===== src/rtl/audio_sd_dac.sv =====
// Audio output stage: 2-entry sample FIFO, fixed-rate sample pacing, volume/mute
// scaling and a first-order sigma-delta modulator driving a 1-bit audio pin.
module audio_sd_dac #(
  parameter int SAMPLE_DIV = 1250
) (
  input  logic       clk,
  input  logic       rst,
  input  logic [7:0] sample_in,
  input  logic       sample_valid,
  output logic       sample_ready,
  input  logic [1:0] volume,
  input  logic       mute,
  input  logic       clear_underrun,
  output logic       audio,
  output logic       sample_tick,
  output logic       underrun
);

  localparam int DIV_W = (SAMPLE_DIV > 1) ? $clog2(SAMPLE_DIV) : 1;
  localparam logic [DIV_W-1:0] DIV_LAST = DIV_W'(SAMPLE_DIV - 1);

  logic [DIV_W-1:0] div_cnt_reg;
  logic [7:0]       fifo_mem_reg [2];
  logic             wr_ptr_reg;
  logic             rd_ptr_reg;
  logic [1:0]       count_reg;
  logic [1:0]       count_next;
  logic [7:0]       cur_sample_reg;
  logic [7:0]       eff_level_reg;
  logic [8:0]       acc_reg;
  logic [8:0]       acc_next;
  logic             audio_reg;
  logic             sample_tick_reg;
  logic             underrun_reg;

  logic             tick;
  logic             fifo_empty;
  logic             push;
  logic             pop;
  logic [7:0]       next_sample;
  logic signed [8:0] centred;
  logic signed [8:0] shifted [4];
  logic signed [8:0] scaled;
  logic [7:0]       level_calc;

  assign tick         = (div_cnt_reg == DIV_LAST);
  assign fifo_empty   = (count_reg == 2'd0);
  assign sample_ready = !rst && (count_reg != 2'd2);
  assign push         = sample_valid && sample_ready;
  assign pop          = tick && !fifo_empty;

  // An empty tick holds the previous sample, but still re-applies volume/mute.
  assign next_sample = pop ? fifo_mem_reg[rd_ptr_reg] : cur_sample_reg;
  assign centred     = $signed({1'b0, next_sample}) - 9'sd128;

  genvar gi;
  generate
    for (gi = 0; gi < 4; gi++) begin : g_shift
      assign shifted[gi] = centred >>> gi;
    end
  endgenerate

  assign scaled     = shifted[volume];
  assign level_calc = mute ? 8'd128 : (scaled[7:0] + 8'd128);

  assign acc_next = {1'b0, acc_reg[7:0]} + {1'b0, eff_level_reg};

  always_comb begin
    count_next = count_reg;
    case ({push, pop})
      2'b10:   count_next = count_reg + 2'd1;
      2'b01:   count_next = count_reg - 2'd1;
      default: count_next = count_reg;
    endcase
  end

  always_ff @(posedge clk) begin
    if (push) begin
      fifo_mem_reg[wr_ptr_reg] <= sample_in;
    end
  end

  always_ff @(posedge clk) begin
    if (rst) begin
      div_cnt_reg     <= '0;
      wr_ptr_reg      <= 1'b0;
      rd_ptr_reg      <= 1'b0;
      count_reg       <= 2'd0;
      cur_sample_reg  <= 8'd128;
      eff_level_reg   <= 8'd128;
      acc_reg         <= 9'd0;
      audio_reg       <= 1'b0;
      sample_tick_reg <= 1'b0;
      underrun_reg    <= 1'b0;
    end else begin
      div_cnt_reg <= tick ? '0 : div_cnt_reg + DIV_W'(1);
      if (push) begin
        wr_ptr_reg <= ~wr_ptr_reg;
      end
      if (pop) begin
        rd_ptr_reg <= ~rd_ptr_reg;
      end
      count_reg <= count_next;
      if (tick) begin
        cur_sample_reg <= next_sample;
        eff_level_reg  <= level_calc;
      end
      // The carry out of the accumulator is the pulse-density bit.
      acc_reg         <= acc_next;
      audio_reg       <= acc_next[8];
      sample_tick_reg <= tick;
      if (tick && fifo_empty) begin
        underrun_reg <= 1'b1;
      end else if (clear_underrun) begin
        underrun_reg <= 1'b0;
      end
    end
  end

  assign audio       = audio_reg;
  assign sample_tick = sample_tick_reg;
  assign underrun    = underrun_reg;

endmodule


===== config.mk =====
export PLATFORM = sky130hd
export DESIGN_NAME = audio_sd_dac
export DESIGN_NICKNAME = d
export VERILOG_FILES = /design/src/rtl/audio_sd_dac.sv
export SDC_FILE = /design/constraint.sdc
export NUM_CORES = 1
export LEC_CHECK = 0
export ABC_AREA = 0
export CAP_MARGIN = 30
export CORE_MARGIN = 2
export CORE_UTILIZATION = 51
export CTS_CLUSTER_DIAMETER = 60
export CTS_CLUSTER_SIZE = 12
export DETAILED_ROUTE_END_ITERATION = 12
export GPL_ROUTABILITY_DRIVEN = 0
export GPL_TIMING_DRIVEN = 0
export HOLD_SLACK_MARGIN = 0.08
export MAX_ROUTING_LAYER = met4
export PLACE_DENSITY_LB_ADDON = 0.12
export SLEW_MARGIN = 20
export SYNTH_ARGS = -nofsm -noshare
export SYNTH_HDL_FRONTEND = slang
export SYNTH_SLANG_ARGS = --single-unit

===== constraint.sdc =====
create_clock -name clk -period 2.2 [get_ports clk]
set_input_delay 0.44 -clock clk [delete_from_list [all_inputs] [get_ports clk]]
set_output_delay 0.44 -clock clk [all_outputs]
set_load 0.03 [all_outputs]

### Yosys cells after proc, flatten, opt, wreduce, memory -nomap -nowiden

Memory sizes are Yosys's and may differ from the RTL's. A register that Yosys moved wholly into a read port is not among the register bits.
Cells that the tools add are included.

* register bits after elaboration: 42
* memory bits (writable): 16
* input bits: 15
* word-level logic and storage cells: 47
* memories: 1

* $add $sub $neg: 6
* magnitude comparators: 1
* eq/ne operators: 4
* multiplexer cells: 12
* bitwise operators: 3
* reduce and logical (&&, ||, !) cells: 10

Memory list
* fifo_mem_reg: words 2, bits a word 8, read ports 1, clocked after memory_dff 1, wr ports 1, line 23 `logic [7:0] fifo_mem_reg [2];`

Operator list (count)
* two-way mux 8 bit: 4
* binary-select mux 9 bit (select 2 bit): 1
* adder 11 x 1 -> 11 bit, second input constant: 1
* == test 11 bit, second input constant: 1
* adder 8 x 8 -> 9 bit: 1
* subtractor 8 x 8 -> 9 bit, second input constant: 1
* adder 8 bit, second input constant: 1
* two-way mux 1 bit: 6
* logical AND 1 bit: 4
* case mux 2 bit (2 select lines): 1
* nonzero test 2 bit: 2
* >= comparator 3 bit, second input constant: 1
* inverter 2 -> 3 bit: 1
* adder 2 x 1 -> 2 bit, second input constant: 1
* == test 2 x 1 -> 1 bit, second input constant: 1
* == test 2 bit, second input constant: 1
* zero test 1 bit: 2
* zero test 2 bit: 1
* != test 2 bit, second input constant: 1
* inverter 1 bit: 2
* OR reduction 2 bit: 1
* subtractor 2 x 1 -> 2 bit, second input constant: 1

### Depth between registers and ports, before layout

* depth after elaboration: 10
* mapped depth: 9

### Worst setup path before layout

No wires, ideal clock.

* path kind: register to register
* from: reg div_cnt_reg[2]
* to: reg count_reg[1]
* library setup time: 0.070 ns
* arrival time: 2.171 ns
* data required time: 2.130 ns
* setup slack: -0.041 ns
* stages on the path, launching flop included: 7
* path buffers: 1
* clock period less this slack: 2.241 ns
* cells stage by stage: dfxtp_1 or4b_4 nor4_4 buf_6 ha_1 or3_1 a21oi_1

* cells in the longest elaborated chain, start to end: 4

RTL lines
* from (decl): line 22 `logic [DIV_W-1:0] div_cnt_reg;`
* from (signal assigned): line 96 `div_cnt_reg <= tick ? '0 : div_cnt_reg + DIV_W'(1);`
* == test 11 bit (*): line 46 `assign tick = (div_cnt_reg == DIV_LAST);`
* logical AND 1 bit (*): line 50 `assign pop = tick && !fifo_empty;`
* == test 2 x 1 -> 1 bit or == test 2 bit (tied branches): line 70 `case ({push, pop})`
* case mux 2 bit (2 select lines) or nonzero test 2 bit (tied branches)
* to (signal assigned): line 103 `count_reg <= count_next;`
* to (decl): line 26 `logic [1:0] count_reg;`

Every way passes the cells marked *; elsewhere a longest branch is shown, timed or not.
A chain may end at the register's enable or synchronous reset.

### Worst setup path after layout

* from: reg div_cnt_reg[9]
* to: reg eff_level_reg[6]

* cells in the longest elaborated chain, start to end: 9

RTL lines
* == test 11 bit (*): line 46
* logical AND 1 bit: line 50
* two-way mux 8 bit: line 53 `assign next_sample = pop ? fifo_mem_reg[rd_ptr_reg] : cur_sample_reg;`
* subtractor 8 x 8 -> 9 bit: line 54 `assign centred = $signed({1'b0, next_sample}) - 9'sd128;`
* binary-select mux 9 bit (select 2 bit): line 63 `assign scaled = shifted[volume];`
* two-way mux 8 bit (implied by the code) (2 in series): line 63
* adder 8 bit: line 64 `assign level_calc = mute ? 8'd128 : (scaled[7:0] + 8'd128);`
* two-way mux 8 bit: line 64
* to (signal assigned): line 106 `eff_level_reg <= level_calc;`
* to (decl): line 29 `logic [7:0] eff_level_reg;`

Every way passes the cells marked *; elsewhere a longest branch is shown, timed or not. The select of a mux whose other input is x is not followed.

==> impl_metrics.toml <==
[outcome]
status = "finished, final reports clean"

[floorplanning]
start_util_pct = 52.0
io_pins = 19
die_w_um = 75.5
fp-row-count = 26
fp.dieArea_sq_mm = 0.00569
die_height_um = 75.5
coreArea_sq_mm = 0.00501

[synthesis]
synth_enable_flop_cells = 16
ys_seq_area_share_pct = 51.5
ys_top_cells_by_area = "dfxtp_1 33%, edfxtp_1 18%, nor2_1 5.8%, ha_1 5.3%, mux2_2 4.8%"
synthFlopType = "dfxtp_1"
avgSynthCellArea_sq_um = 11.0
ys_seq_elements = 59
async_flop_share_pct = 0
yosys.area.top_type_share_pct = 33.1
netlist_instances = 236
syn_area_sq_mm = 0.00260
synth_top_cell_by_area = "dfxtp_1"
synth-warning-count = 0
synth_nets = 263
synth.distinct_cells = 40

[routing]
firstDrtPassIters = 4
wire_per_inst_um = 13.1
drt.antenna.violating_nets = 0
drt_iter0_markers = 127
drc = 0
routed_via_density = 5.15
vias = 1750
routed_wirelength_um = 4440

[global_routing]
met3_usage_pct = 7.54
grt_pass1_wl_um = 7200
overflow = 0
grtUsageMet1_pct = 21.9
busiest_layer = "met2"
grtUsageMet2_pct = 28.0
grt_pass1_vias = 1573
grt_use_total_pct = 18.5
grt_max_degree = 13
antenna_found_initial = 0

[setup_path]
r2r_slack_ns = 0.09
timing.rr.start = "div_cnt_reg[9]"
worst-path-stages = 6
crit-reg2reg-capture = "eff_level_reg[6]"
cp_max_fo = 3
crit_path_max_incr_delay_ns = 0.57
worstSetupEndpoint = "eff_level_reg[6]"
crit_path_start_kind = "flip-flop"
cp_top_family = "simple AND/OR/NAND/NOR gates"
endpoint_kind = "flip-flop"
cp.arrival_ns = 2.33
crit_type = "flip-flop to flip-flop"
r2r_cells = 6
cp.buffers_inverters = 1
critical_path_required_ns = 2.42
cpMaxStageDelayCell = "or4b_4"
crit_chain = "or4b_4 > nor4_4 > buf_4 > mux2_2 > mux2i_2 > o21ai_0"
critPathLaunch = "div_cnt_reg[9]"

[sta]
finalCritPeriodShare_pct = 95.9
hold_viol_final = 0
fin_tns_setup_ns = 0
final_max_slew_viol_count = 0
max_slew_margin_pct = 56.4
setup_viol = 0
timing.hold.ws_ns = 0.452
rsz0062_at_grt = "false"
skew_ns = 0.00829
post-route-min-period_ns = 2.11
fmax_ghz = 0.474
tightestPinTransition_ns = 0.652
worst_slack_ns = 0.0894

[clock_tree]
clock_latency_ns = 0.34
cts_tree = "built"
cts-root-buf = "clkbuf_8"
cts_buffers = 9
hold_buffers = 0
cts.clk_slew.worst_paths_ns = 0.07
clkSinkCount = 59
clk_path_buf_depth = 2
htreeDepth = 3

[place]
dp_slack_ns = -0.163
dpl.hpwl_um = 3190
place_inst = 323
port_buffers = 17

[cells_and_area]
utilization_pct = 62.6
layout_common_cells = "40 x nor2_1, 39 x dfxtp_1, 16 x edfxtp_1, 16 x clkdlybuf4s50_1"
diodes = 0
largest_reg_flops = 16
area_delta_synth_final_pct = 20.5
nets = 292
fin_cells = 340
final_common_cell = "nor2_1"
layout-drive-gt1-share_pct = 16.7

[power]
pwr_density_cell_mw_per_mm2 = 717
leakagePower_nw = 1.17
ir_drop_mv = 0.456

[run]
drv_cap = 0

[min_path]
hp-class = "flip-flop to flip-flop"
## routing by layer
| metal | share of wire [%] | vias up | routed length [um] |
|---|---|---|---|
| li1 | - | 904 | - |
| met5 | 0 | - | 0 |
| met3 | 4.5 | 12 | 200 |
| met2 | 46 | 28 | 2040 |
| met1 | 47 | 806 | 2110 |
| met4 | 2.1 | 0 | 93 |
## per-stage QoR
step                instance area (sq um)  power (W)
global placement                     2860    0.00128
floorplan                            2600    0.00123
CTS                                  3100    0.00228
detailed placement                   2860    0.00128
global route                         3140    0.00234
finish                               3140    0.00225
## cell type report
cell class	instances	area, sq um
Buffer	7	35.0
Clock buffer	9	124
Clock inverter	7	76.3
Fill cell	434	1870
Inverter	5	18.8
Multi-Input combinational cell	164	1260
Sequential cell	59	1350
Tap cell	70	87.6
Timing Repair Buffer	19	184
## worst min-delay path by stage
stage | start | end | slack [ns] | depth (start not counted)
3_5_place_dp | eff_level_reg[2] | eff_level_reg[2] | 0.48 | 2
4_1_cts | eff_level_reg[2] | eff_level_reg[2] | 0.49 | 2
3_3_place_gp | div_cnt_reg[0] | div_cnt_reg[0] | 0.47 | 1
5_1_grt | div_cnt_reg[0] | div_cnt_reg[0] | 0.48 | 1
6_report | div_cnt_reg[0] | div_cnt_reg[0] | 0.45 | 1
2_1_floorplan | div_cnt_reg[0] | div_cnt_reg[0] | 0.44 | 1
## cell usage after synthesis, types with 3 or more instances
library cell	count
nor2b_1	5
nand2b_1	3
xor2_1	7
nor3_1	9
o211ai_1	3
edfxtp_1	16
nand3_1	5
mux2_2	11
a21oi_1	5
xnor2_1	10
inv_1	5
clkbuf_1	5
ha_1	11
dfxtp_1	43
nor2_1	40
mux4_1	4
a211oi_1	3
mux2i_1	5
o21ai_0	6
nand2_1	11
a22oi_1	5
## cells by family after synthesis
family / count (synthesis) / synth area share (%)
AO/OA/AOI/OAI: 29 / 7.21
XOR/XNOR: 17 / 5.72
adder cells (fa/ha/maj): 12 / 6.05
buffers and inverters: 13 / 2.21
flip-flops: 59 / 51.5
multiplexers: 21 / 11.3
AND/OR/NAND/NOR: 85 / 16.0
## what timing repair did
| action | CTS | global route |
|---|---|---|
| setup endpoints to repair | 8 | 18 |
| cloned | 0 | 0 |
| setup buffers | 2 | 0 |
| pin swaps | 1 | 2 |
| gates resized for setup | 4 | 8 |
## power by group
part | internal, W | total [W] | leakage [nW] | switching, W
clock network | 0.000529 | 0.000990 | 0.0962 | 0.000460
registers | 0.00114 | 0.00115 | 0.496 | 0.0000123
logic | 0.0000514 | 0.000111 | 0.580 | 0.0000594
Note: power is estimated with default switching activity, not from simulation.
